$ cat src/rtl/adder_arbiter.sv
// Arbitrates NUM_REQ requesters onto one shared registered adder and returns tagged results.
// Define ADDER_ARB_FIXED_PRI_EN for fixed priority (lowest index wins); default is round-robin.
module adder_arbiter #(
  parameter int DATA_WIDTH = 32,
  parameter int ID_WIDTH   = 2,
  localparam int NUM_REQ   = 2**ID_WIDTH
) (
  input  logic                          i_aclk,
  input  logic                          i_aresetn,
  input  logic [NUM_REQ-1:0]            i_req,
  input  logic [NUM_REQ*DATA_WIDTH-1:0] i_a,
  input  logic [NUM_REQ*DATA_WIDTH-1:0] i_b,
  output logic [NUM_REQ-1:0]            o_grant,
  output logic [DATA_WIDTH-1:0]         o_add_a,
  output logic [DATA_WIDTH-1:0]         o_add_b,
  input  logic [DATA_WIDTH-1:0]         i_add_sum,
  output logic [DATA_WIDTH-1:0]         o_result,
  output logic [ID_WIDTH-1:0]           o_result_id,
  output logic                          o_result_valid,
  input  logic                          i_result_ready
);

  typedef enum logic [1:0] {
    IDLE,
    ISSUE,
    RESULT
  } state_t;

  state_t              state_q, state_d;
  logic                grant_en;
  logic                grant_vld;
  logic [ID_WIDTH-1:0] grant_id;
  logic [ID_WIDTH-1:0] id_q;

`ifndef ADDER_ARB_FIXED_PRI_EN
  logic [ID_WIDTH-1:0] last_granted;
  logic [ID_WIDTH-1:0] rr_cand;
`endif

  // Grant only while reset is released so o_grant drops immediately on reset assertion.
  assign grant_en = i_aresetn &&
                    ((state_q == IDLE) || ((state_q == RESULT) && i_result_ready));

  always_comb begin
    grant_vld = 1'b0;
    grant_id  = '0;
`ifdef ADDER_ARB_FIXED_PRI_EN
    if (grant_en) begin
      for (int unsigned i = 0; i < NUM_REQ; i++) begin
        if (!grant_vld && i_req[i]) begin
          grant_vld = 1'b1;
          grant_id  = ID_WIDTH'(i);
        end
      end
    end
`else
    rr_cand = '0;
    if (grant_en) begin
      // Offset NUM_REQ wraps to last_granted itself, so it is searched last.
      for (int unsigned i = 1; i <= NUM_REQ; i++) begin
        rr_cand = last_granted + ID_WIDTH'(i);
        if (!grant_vld && i_req[rr_cand]) begin
          grant_vld = 1'b1;
          grant_id  = rr_cand;
        end
      end
    end
`endif
  end

  always_comb begin
    o_grant = '0;
    if (grant_vld) o_grant[grant_id] = 1'b1;
  end

  always_comb begin
    state_d = state_q;
    case (state_q)
      IDLE:    if (grant_vld) state_d = ISSUE;
      ISSUE:   state_d = RESULT;
      RESULT:  if (i_result_ready) state_d = grant_vld ? ISSUE : IDLE;
      default: state_d = IDLE;
    endcase
  end

  always_ff @(posedge i_aclk or negedge i_aresetn) begin
    if (!i_aresetn) begin
      state_q <= IDLE;
      o_add_a <= '0;
      o_add_b <= '0;
      id_q    <= '0;
    end else begin
      state_q <= state_d;
      if (grant_vld) begin
        o_add_a <= i_a[grant_id*DATA_WIDTH +: DATA_WIDTH];
        o_add_b <= i_b[grant_id*DATA_WIDTH +: DATA_WIDTH];
        id_q    <= grant_id;
      end
    end
  end

`ifndef ADDER_ARB_FIXED_PRI_EN
  always_ff @(posedge i_aclk or negedge i_aresetn) begin
    if (!i_aresetn) begin
      last_granted <= '1;
    end else if (grant_vld) begin
      last_granted <= grant_id;
    end
  end
`endif

  assign o_result       = i_add_sum;
  assign o_result_id    = id_q;
  assign o_result_valid = (state_q == RESULT);

endmodule

$ cat config.mk
export PLATFORM = sky130hd
export DESIGN_NAME = adder_arbiter
export DESIGN_NICKNAME = d
export VERILOG_FILES = /design/src/rtl/adder_arbiter.sv
export SDC_FILE = /design/constraint.sdc
export NUM_CORES = 1
export LEC_CHECK = 0
export CAP_MARGIN = 15
export CORE_AREA = 2 2 153 155
export DETAILED_ROUTE_END_ITERATION = 8
export DIE_AREA = 0 0 155 157
export PLACE_DENSITY_LB_ADDON = 0.15
export SLEW_MARGIN = 0
export SYNTH_ARGS = -nofsm -noshare
export SYNTH_HDL_FRONTEND = slang
export SYNTH_SLANG_ARGS = --single-unit
export TNS_END_PERCENT = 10
$ cat constraint.sdc
create_clock -name i_aclk -period 2.7 [get_ports i_aclk]
set_input_delay 0.27 -clock i_aclk [delete_from_list [all_inputs] [get_ports i_aclk]]
set_output_delay 0.27 -clock i_aclk [all_outputs]
set_load 0.005 [all_outputs]
==> results.md, run 1 <==
* Total CTS buffers at 9
* DR iter-0 viols at around 210
* Tcrit/Tclk final at 0.9614
* Mapped cell area at 0.005834 sq mm
* Number of enable flip-flop cells after synthesis at 0
* Startpoint types: register
* Initial antenna violation count at 1
* CTS clk-pin slew, worst paths at 70 ps
* Final antenna-violating net count at 0
* H-tree depth at 3
* GRT overflow at 0
* Slew @ Worst Pin at 1003 ps
* Crit-path cells: a21oi_1, o32a_4, nor3_2, clkdlybuf4s50_1
* Largest net degree at the start of global routing at roughly 110
* Synth warn at 0
* Post-Syn Instances at around 630
* Post-synth top area share at 0.2917
* Post-synth top cells: nand3_1, dfrtp_1, clkbuf_1, nand2_1
* Critical path class: reg -> out
* Clock latency on the worst-skew pair at between 300 and 400 ps
* Largest stage delay, worst path at 610 ps
* RSZ-0062 raised after global routing: no
* Tot GR Track Use at 0.1998
* Max-cap viol count at 0
* Clock Tree Buf Depth at 2
* Post-synthesis sequential area ratio at 0.3007
* Avg Inst Size Synth at 9.305 sq um
* Net Count, Synth at slightly above 900
* Final GP Congestion at ~0.76
* Fin Setup TNS at 0 ps
* Reg2reg start: last_granted[1]
* CTS tree: done
* Outcome: finished, final reports clean
* Yosys reg bits at 70
* R2r endpoint: o_add_b[22]
* Grt met3 use at 0.05424
* Top-count cell post-synth: nand3_1
* Sw Share at 0.3676
* Clock power share at 0.173
* Min cycle time layout at roughly 2600 ps
* Crit path max fanout at 6
* Drt first pass iters at 5
* Area grow syn2layout at 65.34%
* Clock Skew at roughly 10 ps
* # DRC at 0
* Vias in the first global route at between 6000 and 7000
* Non-filler cells, final at 1184
* Met2 Usage GRT at 0.3412
* M1 GR Usage at 0.2477
* Most Used Layer, Global Route: met2
* Root Driver: clkbuf_16
* Unique masters post-synth at 34
* Predominant post-synthesis flop cell: dfrtp_1
* Worst vdd ir at between 0.3 and 0.4 mV
* Setup crit end kind: output port
* Synth top area cells: dfrtp_1, a221oi_2, nand3_1, a2111oi_0, mux2_4
* Design internal power at about 0.0046 W
* Port Buffer Count at 333
* Layout cells sized above 1 at 0.1559
* Wire length per cell at around 21 um
* Core area at ~0.023 sq mm
* Hold-fix buffers at CTS at 0
* Pleak at 3.620 nW
* Clock sink total at 70
* Fraction of synthesis flops using an asynchronous set or reset pin at 1.000
* Vias/cell at around 5.4
* Filler Cells Inserted at 2250
* Biggest area consumer among synthesized cells: dfrtp_1
* Crit path arrival time at 2330 ps
* First-pass GRT wire length at ~38000 um
* WL final at 24960 um
* Data required, critical path at 2430 ps
* Dpl hpwl at approximately 18000 um
* Slew margin rel. at 0.3316
* Placed insts at 1166
* HP Class: in -> async
* Rows at 55
* Power density over cell area at 749.1 mW/mm^2
* Via count at 6337
* Initial Util at 0.2593
* Fin. max-slew vios at 0
* Sequential power share at 0.274
* Slack of the worst reg-to-reg path at ~300 ps
* Total I/O pin count at 398
* Setup violators final at 0
* CP max stage cell: dfstp_2
* DIE WIDTH at 155 um
* Final Hold Vio Count at 0
* Die H at 157 um
* Achievable Freq at 0.3852 GHz
* Psw at 0.002656 W
* Die ar. at approximately 0.024 sq mm
* Logic gate share of total power at 0.553
* Final net count at between 1000 and 1500
* Reg2Reg Depth at 6
-- flip-flops by register name (all words and copies together) (netlist names) --
signal,cells
last_granted,2
o_add_b,32
state_q,2
o_result_id,2
o_add_a,32
-- how the worst max path moves through the flow --
stage	start	end	depth (start not counted)
3_5_place_dp	i_req[3]	o_add_a[12]	8
3_3_place_gp	i_req[3]	o_grant[1]	5
4_1_cts	last_granted[1]	o_grant[1]	4
2_1_floorplan	last_granted[1]	o_add_a[10]	6
6_report	last_granted[1]	o_grant[1]	4
5_1_grt	last_granted[1]	o_grant[1]	4
-- final cells by class --
class	instances	area (sq um)	share of cell area
clock buffer	9	225.2	0.02335
multi-input combinational	435	3512	0.3641
clock inverter	7	72.57	0.007523
sequential	70	1754	0.1818
antenna	1	2.502	0.0002594
inverter	3	11.26	0.001167
tap	285	356.6	0.03696
timing repair buffer	374	3712	0.3848
-- power groups by stage --
| stage | registers (W) | logic (W) | clock network, W |
|---|---|---|---|
| after floorplan | 0.00195 | 0.00197 | 0 |
| after global placement | 0.00200 | 0.00402 | 0 |
| after detailed placement | 0.00200 | 0.00402 | 0 |
| after CTS | 0.00199 | 0.00404 | 0.00128 |
| after global routing | 0.00205 | 0.00429 | 0.00132 |
| final | 0.00198 | 0.00399 | 0.00125 |
-- through the flow --
stage | total power [W] | util | cell area (sq um) | setup slack (ps) | hold slack [ps]
2_1_floorplan | 0.003921 | - | 5834 | 656.9 | -25.59
3_3_place_gp | 0.006020 | 0.4140 | 9315 | 125.9 | 461.2
3_5_place_dp | 0.006020 | 0.4140 | 9315 | 113.2 | 469.0
4_1_cts | 0.007312 | 0.4281 | 9633 | 44.18 | 231.0
5_1_grt | 0.007656 | 0.4286 | 9644 | 31.89 | 307.3
6_report | 0.007226 | 0.4287 | 9647 | 104.2 | 190.8
-- critical path: cells and delay by family, from the launching register on --
family          cells  cell delay, ps
flops               1             610
buf+inv             1             540
compound gates      2             610
simple gates        1             210
-- metal layers --
layer,vias to the layer above,part of all wire
met1,3034,0.43
met3,26,0.075
li1,2998,-
met5,-,0.00052
met2,277,0.48
met4,2,0.015
-- placed cells by master, fill, tap and decap left out, drive strengths merged, types with 41 or more instances in the layout --
cell / instances
nand2: 46
a221oi: 41
dfrtp: 68
and3: 41
buf: 42
o211ai: 41
nand4: 41
nand3: 88
a2111oi: 41
clkdlybuf4s50: 331
-- repair_timing --
| action | CTS | global route |
|---|---|---|
| gates resized for setup | 4 | 1 |
| endpoints found under the setup margin | 2 | 1 |
| buffers inserted | 1 | 0 |
| pin swaps | 0 | 0 |
-- kinds of logic (layout without fill, tap and decap cells) --
kind of cell    after synthesis  after routing  synth area share
compound gates              155            155            0.2724
buf+inv                     122            393            0.1147
mux                          48             48            0.1023
simple gates                232            232            0.2100
other cells                   0              1                 0
flops                        70             70            0.3007
No activity file was read; power rests on OpenSTA's default activity.
==> run 2: changes to the inputs <==
Settings changed: CTS_CLUSTER_SIZE from default to 40, PLACE_DENSITY from default to 0.73, PLACE_DENSITY_LB_ADDON 0.15 to default.
==> run 2 against run 1 <==
  * Non-clock buffer count decreased by 13
  * Power up 1.5%
  * Count of clock-buffer cells in the layout up 2
  * Critical path depth rose by 1
  * Largest power group unchanged
  * Largest cell class unchanged
  * Global-route usage fell by 0.69 points
  * Clock skew grew 0.52 ps
==> results.md, run 2 (same netlist as run 1, synthesis figures left out) <==
* Initial Util at 0.2593 (unchanged)
* Final Hold Vio Count at 0 (unchanged)
* DIE WIDTH at 155 um (unchanged)
* Drt first pass iters at 5 (unchanged)
* Crit-path cells: mux2i_4, o22ai_4, a21o_4, nor3_2, clkdlybuf4s50_1 (was a21oi_1, o32a_4, nor3_2, clkdlybuf4s50_1)
* Critical path class: reg -> out (unchanged)
* Dpl hpwl at 17990 um (was 17970 um)
* Initial antenna violation count at 1 (unchanged)
* DR iter-0 viols at 428 (was 207)
* Die H at 157 um (unchanged)
* Pleak at 3.580 nW (was 3.620 nW)
* Slew margin rel. at 0.4458 (was 0.3316)
* Final net count at 1175 (was 1188)
* CTS clk-pin slew, worst paths at 60 ps (was 70 ps)
* Largest regs: o_add_a x32, o_add_b x32 (unchanged)
* Wire length per cell at 21.12 um (was 21.08 um)
* Outcome: finished, final reports clean (unchanged)
* Fin. max-slew vios at 0 (unchanged)
* Largest net degree at the start of global routing at 83 (was 105)
* Area grow syn2layout at 64.94% (was 65.34%)
* Vias/cell at 5.558 (was 5.352)
* Hold Slack at 6.915 ps (was 190.8 ps)
* Clock Tree Buf Depth at 2 (unchanged)
* Total I/O pin count at 398 (unchanged)
* Worst vdd ir at 0.4474 mV (was 0.3558 mV)
* Port Buffer Count at 333 (unchanged)
* Max-cap viol count at 0 (unchanged)
* Final GP Congestion at 0.8273 (was 0.7572)
* Ant. Diodes at 0 (was 1)
* Min cycle time layout at 2585 ps (was 2596 ps)
* WL final at 24710 um (was 24960 um)
* Tcrit/Tclk final at 0.9574 (was 0.9614)
* Die ar. at 0.02434 sq mm (unchanged)
* CTS tree: done (unchanged)
* Most frequent cells in the layout: clkdlybuf4s50_1, nand3_1, dfrtp_1 (unchanged)
* Dpl cell area at 0.009250 sq mm (was 0.009315 sq mm)
* GRT overflow at 0 (unchanged)
* Data required, critical path at 2430 ps (about the same)
* Core area at 0.02250 sq mm (unchanged)
* Final instance area at 0.009623 sq mm (was 0.009647 sq mm)
* Root Driver: clkbuf_16 (unchanged)
* Crit path max fanout at 7 (was 6)
* Non-filler cells, final at 1170 (was 1184)
* Tot GR Track Use at 0.1928 (was 0.1998)
* Slew @ Worst Pin at 810.4 ps (was 1003 ps)
* Crit path arrival time at 2310 ps (was 2330 ps)
* # DRC at 0 (unchanged)
* Fin Setup TNS at 0 ps (unchanged)
* First-pass GRT wire length at 36200 um (was 37870 um)
* CP max stage cell: dfstp_2 (unchanged)
* Commonest non-fill, non-tap cell in the layout: clkdlybuf4s50_1 (unchanged)
* RSZ-0062 raised after global routing: no (unchanged)
* CP startpoint: last_granted[1] (unchanged)
* H-tree depth at 3 (unchanged)
* Clock Skew at 10.80 ps (was 10.28 ps)
* Power density over cell area at 762.2 mW/mm^2 (was 749.1 mW/mm^2)
* Clock sink total at 70 (unchanged)
* Clock latency on the worst-skew pair at 340 ps (was 350 ps)
* HP Class: in -> async (unchanged)
* Setup violators final at 0 (unchanged)
* Reg2reg start: last_granted[1] (unchanged)
* Rows at 55 (unchanged)
* Via count at 6503 (was 6337)
* Achievable Freq at 0.3869 GHz (was 0.3852 GHz)
* Final antenna-violating net count at 0 (unchanged)
* Startpoint types: register (unchanged)
* Placed insts at 1154 (was 1166)
* Largest stage delay, worst path at 650 ps (was 610 ps)
* Layout cells sized above 1 at 0.1412 (was 0.1559)
* Total CTS buffers at 9 (unchanged)
* Vias in the first global route at 6442 (was 6644)
* Setup crit end kind: output port (unchanged)
==> run 2: cell count changes in the layout (fill, tap and decap cells not counted), sizes merged, moves of 2 or more <==
cell / before / now
bufinv: 1 / 3
clkbuf: 9 / 11
clkinvlp: 2 / 0
buf: 42 / 29
==> run 2: final timing paths <==
path	slack (ps)	cells past startpoint	endpoint
max reg2reg	320	6	o_add_a[19]
min in group i_aclk	480	1	o_result_id[0]
min	7	2	o_add_a[13]
min reg2reg	480	1	o_result_id[0]
max in group asynchronous	1760	3	o_add_b[29]
max	120	5	o_grant[0]
==> run 2: area by class of cell <==
type / count / area, sq um
Tap cell: 285 / 356.6
Inverter: 3 / 11.26
Sequential cell: 70 / 1754
Fill cell: 2180 / 12880
Clock inverter: 5 / 107.6
Timing Repair Buffer: 361 / 3641
Multi-Input combinational cell: 435 / 3520
Clock buffer: 11 / 232.7
==> run 2: stage by stage <==
stage	utilization	worst slack, ps	total power [W]
2_1_floorplan	-	656.9	0.003921
6_report	0.4276	115.1	0.007335
5_1_grt	0.4276	22.44	0.007763
3_5_place_dp	0.4111	119.2	0.005936
4_1_cts	0.4262	38.29	0.007382
3_3_place_gp	0.4111	174.9	0.005856
==> run 2: routing by layer <==
layer | track usage | up-vias | routed length [um]
met5 | 0 | - | 13
met4 | 0.09656 | 2 | 913
met3 | 0.05121 | 58 | 2141
met2 | 0.3452 | 387 | 12510
met1 | 0.2109 | 3085 | 9134
li1 | - | 2971 | -
==> run 2: power by group <==
group	total (W)	internal (W)	switching, W	leakage, nW
Combinational	0.00397	0.00226	0.00170	2.56
Clock	0.00140	0.000908	0.000494	0.164
Sequential	0.00197	0.00158	0.000391	0.861
==> run 2: repair_timing <==
action / CTS / global route
hold buffers: 0 / 0
setup buffers: 0 / 0
gates resized for setup: 0 / 5
endpoints found under the setup margin: 0 / 1
==> run 2: critical path, delay by kind of cell (launching register included) <==
| kind | cells | cell delay, ps |
|---|---|---|
| compound gates | 2 | 330 |
| buf+inv | 1 | 530 |
| flops | 1 | 650 |
| mux | 1 | 280 |
| simple gates | 1 | 190 |
